## config.mk

```make
export PLATFORM = sky130hd
export DESIGN_NAME = seq_muldiv_unit
export DESIGN_NICKNAME = d
export VERILOG_FILES = /design/src/rtl/seq_muldiv_unit.sv
export SDC_FILE = /design/constraint.sdc
export NUM_CORES = 1
export LEC_CHECK = 0
export BUFFER_PORTS_ARGS = -buffer_cell sky130_fd_sc_hd__clkbuf_2
export CAP_MARGIN = 40
export CORE_MARGIN = 2
export CORE_UTILIZATION = 45
export DETAILED_ROUTE_END_ITERATION = 10
export PLACE_DENSITY = 0.62
export SYNTH_ARGS = -nofsm -noshare
export SYNTH_HDL_FRONTEND = slang
export SYNTH_SLANG_ARGS = --single-unit
```

## constraint.sdc

```tcl
create_clock -name Clock -period 8.7 [get_ports Clock]
set_input_delay 2.175 -clock Clock [delete_from_list [all_inputs] [get_ports Clock]]
set_output_delay 2.175 -clock Clock [all_outputs]
set_load 0.02 [all_outputs]
```

## src/rtl/seq_muldiv_unit.sv

```systemverilog
// rtl/seq_muldiv_unit.sv - iterative signed/unsigned multiply/divide unit with HI/LO result pair
//
// Purpose:
//   Fixed-latency shift-add multiplier and restoring divider sharing one
//   accumulator/shift-register pair. The caller pulses start, waits for done,
//   then reads hi/lo. Operands are converted to magnitudes on entry; the sign
//   is reapplied in the FIX cycle.
//
// Configuration:
//   MULDIV_DIV_EN - when defined, the divider datapath is built and ops 10/11
//                   divide. When undefined, DIV/DIVU finish two edges after
//                   start with hi=lo=0 and div_by_zero=0.
//
// Ports:
//   Clock        in   system clock, rising edge
//   clear        in   asynchronous active-high reset
//   start        in   request, sampled only in IDLE
//   op[1:0]      in   00 MUL, 01 MULU, 10 DIV, 11 DIVU
//   a[WIDTH-1:0] in   multiplicand / dividend
//   b[WIDTH-1:0] in   multiplier / divisor
//   busy         out  operation in progress (RUN or FIX)
//   done         out  one-cycle pulse, hi/lo valid from this cycle
//   hi           out  product upper half / remainder
//   lo           out  product lower half / quotient
//   div_by_zero  out  last accepted divide had b==0

module seq_muldiv_unit #(
  parameter int WIDTH = 32
) (
  input  logic             Clock,
  input  logic             clear,
  input  logic             start,
  input  logic [1:0]       op,
  input  logic [WIDTH-1:0] a,
  input  logic [WIDTH-1:0] b,
  output logic             busy,
  output logic             done,
  output logic [WIDTH-1:0] hi,
  output logic [WIDTH-1:0] lo,
  output logic             div_by_zero
);

  typedef enum logic [1:0] {S_IDLE, S_RUN, S_FIX} state_t;

  localparam int             CW       = $clog2(WIDTH + 1);
  localparam logic [CW-1:0]  CNT_LAST = CW'(WIDTH - 1);

  state_t             r_state;
  state_t             w_next;
  logic [CW-1:0]      r_cnt;
  logic               r_is_div;
  logic               r_neg_q;   // product / quotient must be negated
  logic [WIDTH:0]     r_acc;     // partial product high half / partial remainder
  logic [WIDTH-1:0]   r_mq;      // multiplier shifting out / quotient shifting in
  logic [WIDTH-1:0]   r_b;       // multiplicand / divisor magnitude
  logic [WIDTH-1:0]   r_hi;
  logic [WIDTH-1:0]   r_lo;
  logic               r_done;
  logic               r_dbz;

  // Operand preparation: ops with op[0]==0 are the signed variants.
  logic               w_signed;
  logic               w_is_div;
  logic               w_a_neg;
  logic               w_b_neg;
  logic [WIDTH-1:0]   w_a_mag;
  logic [WIDTH-1:0]   w_b_mag;
  logic               w_skip_run;

  assign w_signed = ~op[0];
  assign w_is_div = op[1];
  assign w_a_neg  = w_signed & a[WIDTH-1];
  assign w_b_neg  = w_signed & b[WIDTH-1];
  assign w_a_mag  = w_a_neg ? -a : a;
  assign w_b_mag  = w_b_neg ? -b : b;

  // Multiply step: add multiplicand when the current multiplier bit is set,
  // then shift {acc, mq} right by one so the product forms in place.
  logic [WIDTH:0]     w_addend;
  logic [WIDTH:0]     w_sum;
  logic [2*WIDTH-1:0] w_prod;
  logic [2*WIDTH-1:0] w_prod_s;

  assign w_addend = r_mq[0] ? {1'b0, r_b} : '0;
  assign w_sum    = r_acc + w_addend;
  assign w_prod   = {r_acc[WIDTH-1:0], r_mq};
  assign w_prod_s = r_neg_q ? -w_prod : w_prod;

`ifdef MULDIV_DIV_EN
  logic               r_neg_r;   // remainder follows the dividend sign
  logic               r_zdiv;    // divide by zero: r_acc holds raw a
  logic               w_b_zero;
  logic [WIDTH:0]     w_shift;
  logic [WIDTH+1:0]   w_diff;
  logic [WIDTH-1:0]   w_quot;
  logic [WIDTH-1:0]   w_rem;

  assign w_b_zero   = (b == '0);
  assign w_skip_run = w_is_div & w_b_zero;
  // Restoring step: bring the next dividend bit into the remainder and
  // keep the subtraction only if it did not borrow.
  assign w_shift    = {r_acc[WIDTH-1:0], r_mq[WIDTH-1]};
  assign w_diff     = {1'b0, w_shift} - {2'b00, r_b};
  assign w_quot     = r_neg_q ? -r_mq : r_mq;
  assign w_rem      = r_neg_r ? -(r_acc[WIDTH-1:0]) : r_acc[WIDTH-1:0];
`else
  assign w_skip_run = w_is_div;
`endif

  // State register
  always_ff @(posedge Clock or posedge clear) begin
    if (clear) begin
      r_state <= S_IDLE;
    end else begin
      r_state <= w_next;
    end
  end

  // Next-state logic
  always_comb begin
    w_next = r_state;
    case (r_state)
      S_IDLE:  if (start) w_next = w_skip_run ? S_FIX : S_RUN;
      S_RUN:   if (r_cnt == CNT_LAST) w_next = S_FIX;
      S_FIX:   w_next = S_IDLE;
      default: w_next = S_IDLE;
    endcase
  end

  // Datapath
  always_ff @(posedge Clock or posedge clear) begin
    if (clear) begin
      r_cnt    <= '0;
      r_is_div <= 1'b0;
      r_neg_q  <= 1'b0;
      r_acc    <= '0;
      r_mq     <= '0;
      r_b      <= '0;
      r_hi     <= '0;
      r_lo     <= '0;
      r_done   <= 1'b0;
      r_dbz    <= 1'b0;
`ifdef MULDIV_DIV_EN
      r_neg_r  <= 1'b0;
      r_zdiv   <= 1'b0;
`endif
    end else begin
      r_done <= 1'b0;
      case (r_state)
        S_IDLE: begin
          if (start) begin
            r_cnt    <= '0;
            r_is_div <= w_is_div;
            r_neg_q  <= w_a_neg ^ w_b_neg;
            r_mq     <= w_is_div ? w_a_mag : w_b_mag;
            r_b      <= w_is_div ? w_b_mag : w_a_mag;
            r_dbz    <= 1'b0;
`ifdef MULDIV_DIV_EN
            r_neg_r  <= w_a_neg;
            r_zdiv   <= w_skip_run;
            r_acc    <= w_skip_run ? {1'b0, a} : '0;
`else
            r_acc    <= '0;
`endif
          end
        end
        S_RUN: begin
          r_cnt <= r_cnt + CW'(1);
`ifdef MULDIV_DIV_EN
          if (r_is_div) begin
            if (!w_diff[WIDTH+1]) begin
              r_acc <= w_diff[WIDTH:0];
              r_mq  <= {r_mq[WIDTH-2:0], 1'b1};
            end else begin
              r_acc <= w_shift;
              r_mq  <= {r_mq[WIDTH-2:0], 1'b0};
            end
          end else begin
            r_acc <= {1'b0, w_sum[WIDTH:1]};
            r_mq  <= {w_sum[0], r_mq[WIDTH-1:1]};
          end
`else
          r_acc <= {1'b0, w_sum[WIDTH:1]};
          r_mq  <= {w_sum[0], r_mq[WIDTH-1:1]};
`endif
        end
        S_FIX: begin
          r_done <= 1'b1;
          if (r_is_div) begin
`ifdef MULDIV_DIV_EN
            if (r_zdiv) begin
              r_hi  <= r_acc[WIDTH-1:0];
              r_lo  <= '1;
              r_dbz <= 1'b1;
            end else begin
              r_hi  <= w_rem;
              r_lo  <= w_quot;
            end
`else
            r_hi <= '0;
            r_lo <= '0;
`endif
          end else begin
            r_hi <= w_prod_s[2*WIDTH-1:WIDTH];
            r_lo <= w_prod_s[WIDTH-1:0];
          end
        end
        default: ;
      endcase
    end
  end

  assign busy        = (r_state != S_IDLE);
  assign done        = r_done;
  assign hi          = r_hi;
  assign lo          = r_lo;
  assign div_by_zero = r_dbz;

endmodule
```

==> results.yml <==
global_route:
  grt_use_total: 0.2573
  pin_count_of_the_biggest_net_entering_global_routing: 84
  grt_antenna_before_repair: 1
  grt_first_pass_wirelength_um: 53520
  grtUsageMet1: 0.3903
  number_of_global_route_vias_before_repair: 9408
  overflow: 0
  globalRoute.busiestLayer: "met1"
  met3_capacity_usage_during_global_routing: 0.04063
  grt.met2_usage: 0.3862
clock_network:
  postCtsHoldBufs: 0
  clock_path_buffers: 2
  cts_repair_resize_count: 0
  cts_buffers: 17
  worst_skew_pair.late_latency_ns: 0.44
  post-cts-setup-buffer-count: 0
  tritoncts: "yes"
  cts_sinks: 171
  clock_slew_seen_by_the_registers_of_the_worst_setup_and_hold_paths_ns: 0.07
  cts.root.buffer_cell: "sky130_fd_sc_hd__clkbuf_16"
  cts.htree.levels: 4
outcome:
  result_of_the_run: "complete, no violations"
cells_and_area:
  multiInputGateArea_um2: 6804
  instances_no_fill: 1800
  areaGrowthSynthToFinish_pct: 13.70
  fin_nets: 1562
  finish.utilization: 0.5191
  regArea_um2: 4280
  fillers: 2502
  finish.instance_area_um2: 13030
  drive_gt1_frac: 0.1443
detailed_routing:
  drt-wirelength-per-cell_um: 18.83
  drc_errors: 0
  routed_via_density: 5.799
  first_pass_iters: 7
  drtIter0Drc: 1022
  route.vias.total: 10438
  totalWireLength_um: 33890
  ant_nets: 0
yosys:
  yosys_most_used_dff: "sky130_fd_sc_hd__dfrtp_1"
  synth_area_leader_cell: "sky130_fd_sc_hd__dfrtp_1"
  synth_compound_area_frac: 0.2332
  synth-edff-count: 0
  postSynthAreaPerCell_um2: 8.368
  synthesis.instances: 1370
  synth.net_count: 1476
  post_synth_fa_ha_maj_area_fraction: 0.04104
  synth_seq_cells: 171
  syn_area_um2: 11460
  area_share_of_xor_xnor_cells_in_the_synthesized_design: 0.1108
  synth_top_family_by_area: "compound AO/OA/AOI/OAI gates"
  synthesis.yosys.warnings: 0
  synth.most_common_cell: "sky130_fd_sc_hd__nand2_1"
  synth.area.top_cells: "sky130_fd_sc_hd__dfrtp_1 (37%), sky130_fd_sc_hd__o21ai_0 (8.0%), sky130_fd_sc_hd__xor2_1 (7.6%)"
  synth.area.mux_share: 0.007968
  ys_async_sr_fraction: 1.000
  yosys.area_share.simple: 0.1983
  seq_area_frac_synth: 0.3733
  unique_cell_type_count_in_the_yosys_netlist: 69
  netlist_top_cells_count: "sky130_fd_sc_hd__nand2_1 (194), sky130_fd_sc_hd__o21ai_0 (183), sky130_fd_sc_hd__dfrtp_1 (171), sky130_fd_sc_hd__xor2_1 (100), sky130_fd_sc_hd__nor2_1 (87)"
  synth_top_area_share: 0.3733
worst_hold_path:
  min-delay-path-class: "reg2reg"
  hold-path-cell-count: 2
timing:
  totalNegativeSetupSlack_ns: 0
  skew_ns: 0.01307
  holdWs_ns: 0.4763
  finalWorstSetupSlack_ns: 4.255
  tightestPinTransition_ns: 0.8653
  max_slew_vio_count: 0
  final-setup-viol-count: 0
  slew-limit-headroom: 0.4231
  timing.final.crit_period_ns: 4.445
  final.period_utilization: 0.5109
  hold_viol: 0
  unrepaired_setup_endpoints_after_global_routing: "false"
  max_clock_freq_ghz: 0.2250
worst_setup_path:
  critical_path.startpoint_type: "primary input"
  worst_setup_path_end_kind: "register"
  r2r.worst_path.cells: 9
  worst-endpoint-required_ns: 9.00
  cp_max_fo: 4
  timing.critical_path.arrival_ns: 4.74
  criticalPathCategory: "in2reg"
die:
  die_width_um: 163.6
  die_h_um: 163.6
  initial_utilization: 0.4565
  placeableCoreArea_um2: 25110
  floorplan.rows: 58
  floorplan.die_area_um2: 26770
  ios: 136
power:
  p_per_cell_area_nw_per_um2: 345.0
  power.share.sequential: 0.338
  switching_power_mw: 2.068
  internal_portion_of_total_power_mw: 2.428
  fin_total_pwr_mw: 4.496
  part_of_the_power_in_combinational_logic: 0.483
  clockPowerShare: 0.179
  power.switching_fraction: 0.4599
  ir_drop_uv: 145.2
  cellLeakagePower_nw: 5.755
placed_design:
  placedInstanceArea_um2: 12420
  dpl.hpwl_um: 25900
  dpl.cell_count: 1767
  port_buffers: 134
  dp_slack_ns: 3.874
  finalWeightedCongestion: 0.9547
flow_run:
  drv.max_cap_violation_count: 0
[cell families after synthesis]
logic type               after synthesis
XOR/XNOR                             145
AO/OA/AOI/OAI                        436
other                                  1
multiplexers                           9
flip-flops                           171
AND/OR/NAND/NOR                      469
adder cells (fa/ha/maj)               37
buffers and inverters                102
[final cells by class]
class / count / share of cell area
clock inverter: 14 / 0.01315
tap: 330 / 0.03168
sequential: 171 / 0.3284
clock buffer: 18 / 0.03369
antenna: 1 / 0.0001920
inverter: 20 / 0.006144
timing repair buffer: 149 / 0.06470
multi-input combinational: 1097 / 0.5220
[worst max-delay path: stages]
cell	delay, ns
sky130_fd_sc_hd__clkbuf_2	0.12
sky130_fd_sc_hd__or4_1	0.55
sky130_fd_sc_hd__or4_1	0.49
sky130_fd_sc_hd__nor4_1	0.68
sky130_fd_sc_hd__a21oi_1	0.17
sky130_fd_sc_hd__xnor2_1	0.26
sky130_fd_sc_hd__nor3_1	0.08
sky130_fd_sc_hd__a21oi_1	0.13
sky130_fd_sc_hd__o21ai_0	0.09
[power by group through the flow]
stage	clock network, mW	registers [mW]	logic, mW
6_report	0.804	1.52	2.17
5_1_grt	0.855	1.56	2.44
4_1_cts	0.815	1.51	2.18
3_5_place_dp	0	1.53	2.18
3_3_place_gp	0	1.52	2.13
2_1_floorplan	0	1.53	1.46
[worst paths after layout]
check | slack (ns) | endpoint | start
setup / recovery | 4.26 | r_b[25]$_DFFE_PP0P_ | a[14]
hold / removal | 0.48 | hi[30]$_DFFE_PP0P_ | hi[30]$_DFFE_PP0P_
setup reg to reg | 4.89 | hi[27]$_DFFE_PP0P_ | r_mq[0]$_DFFE_PP0P_
hold reg to reg | 0.48 | hi[30]$_DFFE_PP0P_ | hi[30]$_DFFE_PP0P_
max in group asynchronous | 5.76 | r_acc[2]$_DFFE_PP0P_ | clear
min in group asynchronous | 1.65 | lo[12]$_DFFE_PP0P_ | clear
[sequential cells by signal, summed over array words and instances, names as in the netlist]
| name | count |
|---|---|
| hi | 32 |
| lo | 32 |
| r_acc | 32 |
| r_b | 32 |
| r_mq | 32 |
| r_cnt | 6 |
| r_state | 2 |
| done | 1 |
| r_is_div | 1 |
| r_neg_q | 1 |
[cells in the final DEF (no fill, tap or decap), drive strengths merged, types with 5 or more instances in the layout]
master  count
a211oi      7
a21o       19
a21oi      84
a221o       5
a221oi      5
a22oi      17
and2       32
and3        6
buf        15
clkbuf    152
dfrtp     171
ha         36
inv        29
mux2i       8
nand2     194
nand2b     15
nand3      16
nand4      10
nor2       87
nor2b       8
nor3       19
nor3b       5
nor4       10
o211ai      7
o21a        6
o21ai     187
o22ai      14
o31ai      38
o41ai      16
or2        10
or3        24
or4        23
xnor2      45
xor2      100
[routing by layer]
metal / vias up / routed length [um] / part of all wire
met3: 35 / 2137 / 0.063
met4: 0 / 435 / 0.013
li1: 5107 / - / -
met2: 339 / 15000 / 0.44
met5: - / 0 / 0
met1: 4957 / 16320 / 0.48
No activity file was read; power rests on OpenSTA's default activity.
